File: src/rtl/mesh_ctrl_pkg.sv
// Shared state encoding and sizing helpers for the systolic mesh tile sequencer.
package mesh_ctrl_pkg;

  typedef enum logic [2:0] {
    ST_IDLE  = 3'd0,
    ST_FEED  = 3'd1,
    ST_FLUSH = 3'd2,
    ST_DRAIN = 3'd3,
    ST_DONE  = 3'd4
  } state_e;

  function automatic int kw_of(input int k_max);
    return $clog2(k_max + 1);
  endfunction

  function automatic int rw_of(input int n);
    return (n > 1) ? $clog2(n) : 1;
  endfunction

  // The last operand needs N-1 hops to reach the far corner, plus its own PE register stage.
  function automatic int flush_cycles(input int n, input int pe_lat);
    return (n - 1) * pe_lat + pe_lat;
  endfunction

  function automatic int cnt_w(input int max_val);
    return (max_val > 1) ? $clog2(max_val + 1) : 1;
  endfunction

endpackage

File: src/rtl/mesh_skew_gen.sv
// Staircase-skewed lane read enables and k indices: lane i lags lane 0 by i cycles.
module mesh_skew_gen #(
  parameter int N  = 2,
  parameter int KW = 9
) (
  input  logic            clk,
  input  logic            rst_n,
  input  logic            feed,
  input  logic [KW:0]     t_cnt,
  input  logic [KW-1:0]   k_len,
  output logic [N-1:0]    lane_en,
  output logic [N*KW-1:0] lane_k
);
  localparam int TW = KW + 1;

  logic [N-1:0]    en_s;
  logic [N*KW-1:0] k_s;

  // Lane i is live for t in [i, i+K) and reads index t-i.
  always_comb begin
    en_s = {N{1'b0}};
    k_s  = {(N*KW){1'b0}};
    for (int i = 0; i < N; i++) begin
      if (feed && (t_cnt >= TW'(i)) && (t_cnt < (TW'(i) + {1'b0, k_len}))) begin
        en_s[i]            = 1'b1;
        k_s[i*KW +: KW]    = KW'(t_cnt - TW'(i));
      end else begin
        en_s[i]            = 1'b0;
        k_s[i*KW +: KW]    = {KW{1'b0}};
      end
    end
  end

  // Output register stage.
  always_ff @(posedge clk or negedge rst_n) begin
    if (!rst_n) begin
      lane_en <= {N{1'b0}};
      lane_k  <= {(N*KW){1'b0}};
    end else begin
      lane_en <= en_s;
      lane_k  <= k_s;
    end
  end

endmodule

File: src/rtl/mesh_sequencer.sv
// Tile sequencer for the NxN systolic mesh: skewed feed, flush, handshaked row drain.
// Output registers load from the next-state decode so each drain handshake is counted once.
module mesh_sequencer
  import mesh_ctrl_pkg::*;
#(
  parameter int N      = 2,
  parameter int K_MAX  = 256,
  parameter int PE_LAT = 1,
  parameter int KW     = kw_of(K_MAX),
  parameter int RW     = rw_of(N)
) (
  input  logic            clk_i,
  input  logic            rstn_i,
  input  logic            start_i,
  input  logic [KW-1:0]   k_len_i,
  input  logic            abort_i,
  output logic            busy_o,
  output logic            done_o,
  output logic            err_o,
  output logic [N-1:0]    lane_en_o,
  output logic [N*KW-1:0] lane_k_o,
  output logic            inputs_valid_o,
  output logic [N-1:0]    sel_acc_o,
  output logic            drain_valid_o,
  output logic [RW-1:0]   drain_row_o,
  input  logic            drain_ready_i
);
  localparam int TW    = KW + 1;
  localparam int FLUSH = flush_cycles(N, PE_LAT);
  localparam int FW    = cnt_w(FLUSH);

  state_e        state_r, state_nx_s;
  logic [TW-1:0] t_r, t_nx_s, last_s;
  logic [KW-1:0] k_r, k_nx_s;
  logic [RW-1:0] r_r, r_nx_s;
  logic [FW-1:0] fl_r, fl_nx_s;
  logic          err_nx_s, legal_s, feed_nx_s, drain_nx_s;
  logic [N-1:0]  sel_nx_s;

  assign last_s = {1'b0, k_r} + TW'(N - 1) - TW'(1);

  // Next-state and counter update.
  always_comb begin
    state_nx_s = state_r;
    t_nx_s     = t_r;
    k_nx_s     = k_r;
    r_nx_s     = r_r;
    fl_nx_s    = fl_r;
    err_nx_s   = 1'b0;
    legal_s    = (k_len_i != {KW{1'b0}}) && (k_len_i <= KW'(K_MAX));
    if (abort_i && (state_r != ST_IDLE)) begin
      state_nx_s = ST_IDLE;
      t_nx_s     = {TW{1'b0}};
      r_nx_s     = {RW{1'b0}};
      fl_nx_s    = {FW{1'b0}};
    end else begin
      case (state_r)
        ST_IDLE: begin
          if (start_i && legal_s) begin
            state_nx_s = ST_FEED;
            t_nx_s     = {TW{1'b0}};
            k_nx_s     = k_len_i;
            r_nx_s     = {RW{1'b0}};
            fl_nx_s    = {FW{1'b0}};
          end else if (start_i) begin
            err_nx_s   = 1'b1;
          end else begin
            state_nx_s = ST_IDLE;
          end
        end
        ST_FEED: begin
          if (t_r == last_s) begin
            state_nx_s = ST_FLUSH;
            t_nx_s     = {TW{1'b0}};
            fl_nx_s    = {FW{1'b0}};
          end else begin
            t_nx_s     = t_r + TW'(1);
          end
        end
        ST_FLUSH: begin
          if (fl_r == FW'(FLUSH - 1)) begin
            state_nx_s = ST_DRAIN;
            r_nx_s     = {RW{1'b0}};
          end else begin
            fl_nx_s    = fl_r + FW'(1);
          end
        end
        ST_DRAIN: begin
          if (drain_valid_o && drain_ready_i) begin
            if (r_r == RW'(N - 1)) begin
              state_nx_s = ST_DONE;
            end else begin
              r_nx_s     = r_r + RW'(1);
            end
          end else begin
            state_nx_s = ST_DRAIN;
          end
        end
        ST_DONE: begin
          state_nx_s = ST_IDLE;
        end
        default: begin
          state_nx_s = ST_IDLE;
        end
      endcase
    end
  end

  // Decode of the upcoming state into the drain/feed output values.
  always_comb begin
    feed_nx_s  = (state_nx_s == ST_FEED);
    drain_nx_s = (state_nx_s == ST_DRAIN);
    sel_nx_s   = {N{1'b0}};
    for (int i = 0; i < N; i++) begin
      if (drain_nx_s && (r_nx_s == RW'(i))) begin
        sel_nx_s[i] = 1'b1;
      end else begin
        sel_nx_s[i] = 1'b0;
      end
    end
  end

  // State and counter registers.
  always_ff @(posedge clk_i or negedge rstn_i) begin
    if (!rstn_i) begin
      state_r <= ST_IDLE;
      t_r     <= {TW{1'b0}};
      k_r     <= {KW{1'b0}};
      r_r     <= {RW{1'b0}};
      fl_r    <= {FW{1'b0}};
    end else begin
      state_r <= state_nx_s;
      t_r     <= t_nx_s;
      k_r     <= k_nx_s;
      r_r     <= r_nx_s;
      fl_r    <= fl_nx_s;
    end
  end

  // Registered control outputs.
  always_ff @(posedge clk_i or negedge rstn_i) begin
    if (!rstn_i) begin
      busy_o         <= 1'b0;
      done_o         <= 1'b0;
      err_o          <= 1'b0;
      inputs_valid_o <= 1'b0;
      sel_acc_o      <= {N{1'b0}};
      drain_valid_o  <= 1'b0;
      drain_row_o    <= {RW{1'b0}};
    end else begin
      busy_o         <= (state_nx_s != ST_IDLE);
      done_o         <= (state_nx_s == ST_DONE);
      err_o          <= err_nx_s;
      inputs_valid_o <= feed_nx_s && (t_nx_s < {1'b0, k_nx_s});
      sel_acc_o      <= sel_nx_s;
      drain_valid_o  <= drain_nx_s;
      drain_row_o    <= drain_nx_s ? r_nx_s : {RW{1'b0}};
    end
  end

  mesh_skew_gen #(.N(N), .KW(KW)) u_skew (
    .clk     (clk_i),
    .rst_n   (rstn_i),
    .feed    (feed_nx_s),
    .t_cnt   (t_nx_s),
    .k_len   (k_nx_s),
    .lane_en (lane_en_o),
    .lane_k  (lane_k_o)
  );

endmodule
File: config.mk
export PLATFORM = sky130hd
export DESIGN_NAME = mesh_sequencer
export DESIGN_NICKNAME = d
export VERILOG_FILES = /design/src/rtl/mesh_ctrl_pkg.sv /design/src/rtl/mesh_skew_gen.sv /design/src/rtl/mesh_sequencer.sv
export SDC_FILE = /design/constraint.sdc
export NUM_CORES = 1
export LEC_CHECK = 0
export CAP_MARGIN = 5
export CORE_UTILIZATION = 60
export CTS_CLUSTER_DIAMETER = 120
export DETAILED_ROUTE_END_ITERATION = 7
export PLACE_DENSITY = 0.9
export SLEW_MARGIN = 20
export SYNTH_ARGS = -nofsm -noshare
export SYNTH_HDL_FRONTEND = slang
export SYNTH_SLANG_ARGS = --single-unit
File: constraint.sdc
create_clock -name clk_i -period 5.45 [get_ports clk_i]
set_clock_uncertainty 0.05 [all_clocks]
set_input_delay 1.09 -clock clk_i [delete_from_list [all_inputs] [get_ports clk_i]]
set_output_delay 1.09 -clock clk_i [all_outputs]
set_load 0.01 [all_outputs]
==> results of run 1 <==
==> cells by family (layout without fill, tap and decap cells) <==
logic type | count (synthesis) | after routing | share of synthesized area (%)
and+or+nand+nor | 145 | 145 | 24.39
AOI/OAI and AO/OA | 56 | 56 | 12.27
DFF | 51 | 51 | 39.73
buffers and inverters | 35 | 89 | 5.142
xor gates and xnor gates | 25 | 25 | 6.817
adders and majority gates | 20 | 20 | 7.791
muxes | 12 | 12 | 3.857
==> cell type report <==
cell class                      instances  area [sq um]
Tap cell                               70         87.58
Multi-Input combinational cell        258          1777
Sequential cell                        51          1276
Clock buffer                            6         82.58
Fill cell                             383          1290
Inverter                               25         93.84
Timing Repair Buffer                   57         528.0
Clock inverter                          1         5.005
==> power groups by stage <==
| stage | logic, mW | registers, mW | clock network [mW] |
|---|---|---|---|
| after floorplan | 0.616 | 0.546 | 0 |
| after global placement | 0.857 | 0.552 | 0 |
| after detailed placement | 0.890 | 0.554 | 0 |
| after CTS | 0.900 | 0.548 | 0.220 |
| after global routing | 1.00 | 0.560 | 0.232 |
| final | 0.918 | 0.552 | 0.218 |
==> path summary, 6_finish.rpt <==
| kind | cells past startpoint | to | slack (ns) | startpoint |
|---|---|---|---|---|
| setup / recovery | 17 | u_skew.lane_k[12] | 0.30 | k_len_i[1] |
| hold / removal | 2 | fl_r[1] | 0.51 | fl_r[1] |
| setup reg to reg | 16 | u_skew.lane_k[12] | 1.25 | state_r[2] |
| hold reg to reg | 2 | fl_r[1] | 0.51 | fl_r[1] |
| max in group asynchronous | 1 | t_r[1] | 4.18 | rstn_i |
| min in group asynchronous | 1 | u_skew.lane_k[6] | 0.75 | rstn_i |
==> routing by layer <==
layer	up-vias	GRT usage (%)	part of all wire (%)
met3	36	6.560	6.4
met5	-	0	0
met4	0	16.87	4.4
li1	1331	-	-
met2	140	49.95	47
met1	1326	38.52	42
==> flip-flops by register name, indices dropped and copies added, names as in the netlist <==
signal and flops:
r_r 1, done_o 1, fl_r 2, drain_row_o 1, u_skew.lane_en 2, k_r 9, t_r 10, err_o 1
state_r 3, sel_acc_o 1, u_skew.lane_k 18, drain_valid_o 1, busy_o 1
==> cell usage after synthesis, types with 4 or more instances <==
library cell / number / area [sq um]
or3_1: 5 / 31.28
ha_1: 20 / 250.2
nor4_1: 5 / 31.28
o21ai_0: 10 / 50.05
dfrtp_1: 51 / 1276
a21oi_1: 7 / 35.03
inv_1: 24 / 90.09
nor3_1: 19 / 95.09
nor2_1: 35 / 131.4
nand2_1: 30 / 112.6
a31oi_1: 4 / 25.02
nand3_1: 8 / 40.04
and3_1: 8 / 50.05
xnor2_1: 11 / 96.34
xor2_1: 14 / 122.6
mux2i_1: 9 / 90.09
or4_1: 4 / 30.03
o21a_1: 4 / 30.03
a211oi_1: 4 / 30.03
nor2b_1: 6 / 37.54
nor3_2: 7 / 70.07
==> metrics by stage <==
step,hold WS [ns],cells,setup WS [ns]
2_1_floorplan,0.4575,344,0.8181
5_1_grt,0.5351,468,0.01519
3_5_place_dp,0.4970,461,-0.05901
6_report,0.5050,468,0.2970
4_1_cts,0.5184,468,0.2554
3_3_place_gp,0.4753,461,0.05301
==> critical path: cells and delay by family <==
family	cells	cell delay [ns]
AOI/OAI and AO/OA	4	0.92
muxes	1	0.34
and+or+nand+nor	7	1.73
buffers and inverters	3	0.87
xor gates and xnor gates	1	0.12
adders and majority gates	1	0.26
==> run_results.csv, run 1 <==
group,metric,value,unit
die,boundaryPins,42,
finish,design_area,0.003850,sq mm
critical_path,required,5.64,ns
drt,via_per_inst,6.053,
synthesis,yosys_warnings,0,
clock_tree,cts_root_buffer,"clkbuf_8",
drt,wirelength,8073,um
finish,fin_util,74.90,%
timing,hold_viol,0,
drt,drt-initial-drc-count,252,
die,start_util,62.49,%
power,powerDensity,438.7,mW/mm^2
clock_tree,postCtsHoldBufs,0,
clock_tree,cts_buffer_depth,2,
power,combPwrFrac,54.4,%
finish,nets,432,
synthesis,synth_edf_count,0,
synthesis,synth-async-reset-ratio,100.0,%
die,core_area,0.005140,sq mm
grt,grt_overflow,0,
drt,num_vias,2833,
power,swShare,43.48,%
die,core.rowCount,26,
finish,areaGrowthSynthToFinish,19.87,%
timing,min_period,5.153,ns
power,irDropWorstVdd,334.1,uV
critical_path,crit_arrival,5.34,ns
timing,drv_slew,0,
clock_tree,path_clk_slew,0.09,ns
drt,first_pass_iters,8,
grt,grt_pass1_wl,12650,um
place,hpwl,6178,um
clock_tree,cts_sinks,51,
timing,max_slew.worst_pin.slew,0.7201,ns
synthesis,syn_nets,378,
critical_path,crit_slowest_cell,"or3_1",
synthesis,synth-seq-cells,51,
timing,setup_tns,0,ns
status,status,"complete, no violations",
power,power.total,1.689,mW
critical_path,startpoint_type,"primary input",
timing,slew_headroom,51.77,%
synthesis,synth_area_per_cell,9.337,sq um
job,cap_violations,0,
timing,rsz0062_at_grt,"no",
synthesis,syn-cell-area,0.003212,sq mm
critical_path,worst_path_largest_cell_delay,0.59,ns
place,placed_area,0.003754,sq mm
critical_path,end_kind,"register",
synthesis,synthFlopType,"dfrtp_1",
critical_path,cp_max_fo,9,
synthesis,postSynthCellCount,344,
drt,drc,0,
grt,grt_pass1_vias,2655,
hold_path,hold_class,"register to register",
critical_path,path_cells,"clkdlybuf4s50_1 -> nor4_1 -> a21boi_0 -> or3_1 -> buf_4 -> mux2i_1 -> inv_1 -> nand3_1 -> xnor2_1 -> ha_1 -> nor2b_1 -> o21ai_0 -> nand2_1 -> nor4_2 -> o211ai_1 -> a31o_1 -> nor2_1",
drt,ant_nets,0,
die,fp.dieW,75.17,um
power,p_leak,1.872,nW
die,die_h,75.17,um
power,pwr-share-seq,32.7,%
power,p_clk_share,12.9,%
synthesis,synthDistinctLibCells,59,
drt,wl_per_cell,17.25,um
place,gp_congestion,0.9797,
timing,final.period_utilization,94.55,%
grt,grt_max_degree,52,
clock_tree,cts_tree,"yes",
place,portBuffers,41,
clock_tree,cts_max_level,2,
finish,antenna_cells,0,
finish,most-common-layout-cells,"51 x dfrtp_1, 40 x clkdlybuf4s50_1, 35 x nor2_1",
timing,max_freq,0.1941,GHz
clock_tree,post_cts_resized,0,
synthesis,yosysSeqAreaShare,39.74,%
finish,drive_above_1_share,11.56,%
power,p_switching,0.7343,mW
timing,setup_viol,0,
critical_path,path_class,"primary input to register",
grt,track_usage,30.80,%
clock_tree,clock_latency,0.30,ns
clock_tree,cts_inserted_buffers,5,
power,internal-power,0.9546,mW
clock_tree,post_cts.repair.setup_buffers,0,
die,dieArea,0.005650,sq mm
grt,antenna_found_initial,0,
finish,final_common_cell,"dfrtp_1",
No activity file was read; power rests on OpenSTA's default activity.
==> run 2: changes to the inputs <==
--- a/config.mk
+++ b/config.mk
@@ -5,11 +5,11 @@
 export SDC_FILE = /design/constraint.sdc
 export NUM_CORES = 1
 export LEC_CHECK = 0
-export CAP_MARGIN = 5
+export CAP_MARGIN = 20
 export CORE_UTILIZATION = 60
 export CTS_CLUSTER_DIAMETER = 120
 export DETAILED_ROUTE_END_ITERATION = 7
-export PLACE_DENSITY = 0.9
+export PLACE_DENSITY = 0.94
 export SLEW_MARGIN = 20
 export SYNTH_ARGS = -nofsm -noshare
 export SYNTH_HDL_FRONTEND = slang
==> run 2 against run 1 <==
Via count rose by 4.4%. Critical endpoint is now u_skew.lane_k[0]. Setup slack improved by 0.031 ns. Non-clock buffer count rose by 4. Critical path type unchanged. Wire length rose by 3.8%. First-iteration DRC count rose by 42%. Clock-buffer cell count did not move.
==> run_results.csv, run 2 (synthesized netlist as in run 1, its figures left out) <==
group,metric,value,unit
clock_tree,postCtsHoldBufs,0,
power,pwr-share-seq,31.8,%
timing,hold_viol,0,
critical_path,startpoint_type,"primary input",
grt,track_usage,32.08,%
power,p_clk_share,12.7,%
finish,fin_util,75.71,%
die,start_util,62.49,%
critical_path,worst_path_largest_cell_delay,0.64,ns
timing,final.period_utilization,93.98,%
finish,instances_no_fill,472,
drt,first_pass_iters,5,
finish,top_regs,"u_skew.lane_k: 18 flops, t_r: 10 flops, k_r: 9 flops",
timing,fin_ws,0.3283,ns
status,status,"complete, no violations",
finish,final_common_cell,"dfrtp_1",
grt,grt_pass1_vias,2746,
power,p_switching,0.7324,mW
drt,via_per_inst,6.265,
place,placed_area,0.003784,sq mm
power,internal-power,0.9863,mW
power,powerDensity,441.7,mW/mm^2
clock_tree,cts_tree,"yes",
place,place_inst,465,
die,fp.dieW,75.17,um
timing,drv_slew,0,
drt,ant_nets,0,
power,power.total,1.719,mW
place,gp_congestion,0.9701,
finish,design_area,0.003891,sq mm
finish,drive_above_1_share,13.18,%
grt,grt_max_degree,52,
place,portBuffers,41,
timing,slew_headroom,51.89,%
critical_path,crit_buf_inv,2,
power,p_leak,1.891,nW
clock_tree,cts_sinks,51,
critical_path,end_kind,"register",
place,hpwl,6442,um
critical_path,crit_arrival,5.27,ns
die,dieArea,0.005650,sq mm
die,die_h,75.17,um
clock_tree,cts_inserted_buffers,5,
timing,rsz0062_at_grt,"no",
grt,grt_pass1_wl,13270,um
critical_path,path_class,"primary input to register",
die,core.rowCount,26,
critical_path,cp_max_fo,10,
finish,antenna_cells,0,
critical_path,required,5.60,ns
power,irDropWorstVdd,277.1,uV
drt,wl_per_cell,17.75,um
die,boundaryPins,42,
timing,setup_tns,0,ns
critical_path,path_delay_family,"simple AND/OR/NAND/NOR gates",
timing,min_period,5.122,ns
clock_tree,post_cts.repair.setup_buffers,0,
power,combPwrFrac,55.5,%
finish,areaGrowthSynthToFinish,21.15,%
drt,drc,0,
hold_path,hold-path-cell-count,2,
timing,whs,0.5188,ns
hold_path,hold_class,"register to register",
die,core_area,0.005140,sq mm
finish,fillerInstances,382,
job,cap_violations,0,
clock_tree,clock_latency,0.31,ns
critical_path,cp.depth,16,
finish,largest_reg_flops,18,
critical_path,worst-r2r-cell-count,15,
drt,wirelength,8376,um
place,dpl_worst_slack,-0.05130,ns
finish,top_register,"u_skew.lane_k",
clock_tree,cts_max_level,2,
timing,setup_viol,0,
clock_tree,cts_root_buffer,"clkbuf_8",
critical_path,path_cells,"clkdlybuf4s50_1 -> or4_1 -> nor4_4 -> or3_1 -> nor2_1 -> a21oi_1 -> inv_1 -> ha_1 -> a21oi_1 -> nor2b_1 -> o21ai_0 -> nand2b_1 -> a211oi_1 -> o21ai_0 -> o41a_1 -> nor3_1",
timing,max_slew.worst_pin.slew,0.7162,ns
finish,nets,436,
grt,antenna_found_initial,0,
clock_tree,cts_buffer_depth,2,
drt,drt-initial-drc-count,358,
power,swShare,42.61,%
clock_tree,path_clk_slew,0.09,ns
drt,num_vias,2957,
finish,most-common-layout-cells,"51 x dfrtp_1, 40 x clkdlybuf4s50_1, 35 x nor2_1",
timing,max_freq,0.1952,GHz
critical_path,crit_slowest_cell,"or4_1",
grt,grt_overflow,0,
==> run 2: cell types whose count changed in the layout (fill, tap and decap cells not counted), sizes merged <==
cell,delta
buf,+4
==> run 2: worst reg2reg max path, stage by stage (launching register included) <==
cell and delay [ns]:
dfrtp_1 0.48, or2_4 0.33, a2111oi_1 0.65, or3_1 0.31, nor2_1 0.10, a21oi_1 0.32, inv_1 0.12, ha_1 0.34
a21oi_1 0.20, nor2b_1 0.07, o21ai_0 0.16, nand2b_1 0.07, a211oi_1 0.20, o21ai_0 0.12, o41a_1 0.52, nor3_1 0.24
==> run 2: path summary, 6_finish.rpt <==
check | startpoint | to | slack, ns
worst max-delay path | k_len_i[4] | u_skew.lane_k[0] | 0.33
worst min-delay path | fl_r[1] | fl_r[1] | 0.52
worst max register to register | state_r[2] | u_skew.lane_k[0] | 1.06
worst min register to register | fl_r[1] | fl_r[1] | 0.52
max in group asynchronous | rstn_i | r_r | 4.17
min in group asynchronous | rstn_i | k_r[5] | 0.74
==> run 2: cell type report <==
class | instances | area, sq um | share of cell area, %
timing repair buffer | 61 | 558.0 | 14.34
multi-input combinational | 258 | 1788 | 45.95
tap | 70 | 87.58 | 2.251
clock buffer | 6 | 82.58 | 2.122
inverter | 25 | 93.84 | 2.412
clock inverter | 1 | 5.005 | 0.1286
sequential | 51 | 1276 | 32.80
==> run 2: what timing repair did <==
item	in CTS	in global routing
gates resized for setup	0	4
hold endpoints to repair	0	0
setup endpoints to repair	0	9
==> run 2: routing by layer <==
metal	track usage (%)	vias up	wire (um)
met5	0	-	0
met4	16.05	0	354
met3	8.032	49	606
met2	53.25	178	4137
met1	38.95	1401	3278
li1	-	1329	-
==> run 2: power groups by stage <==
stage	Sequential, mW	Clock [mW]	Combinational [mW]
finish	0.547	0.218	0.954
global route	0.556	0.237	1.05
CTS	0.545	0.222	0.937
detailed placement	0.552	0	0.927
global placement	0.548	0	0.887
floorplan	0.546	0	0.616
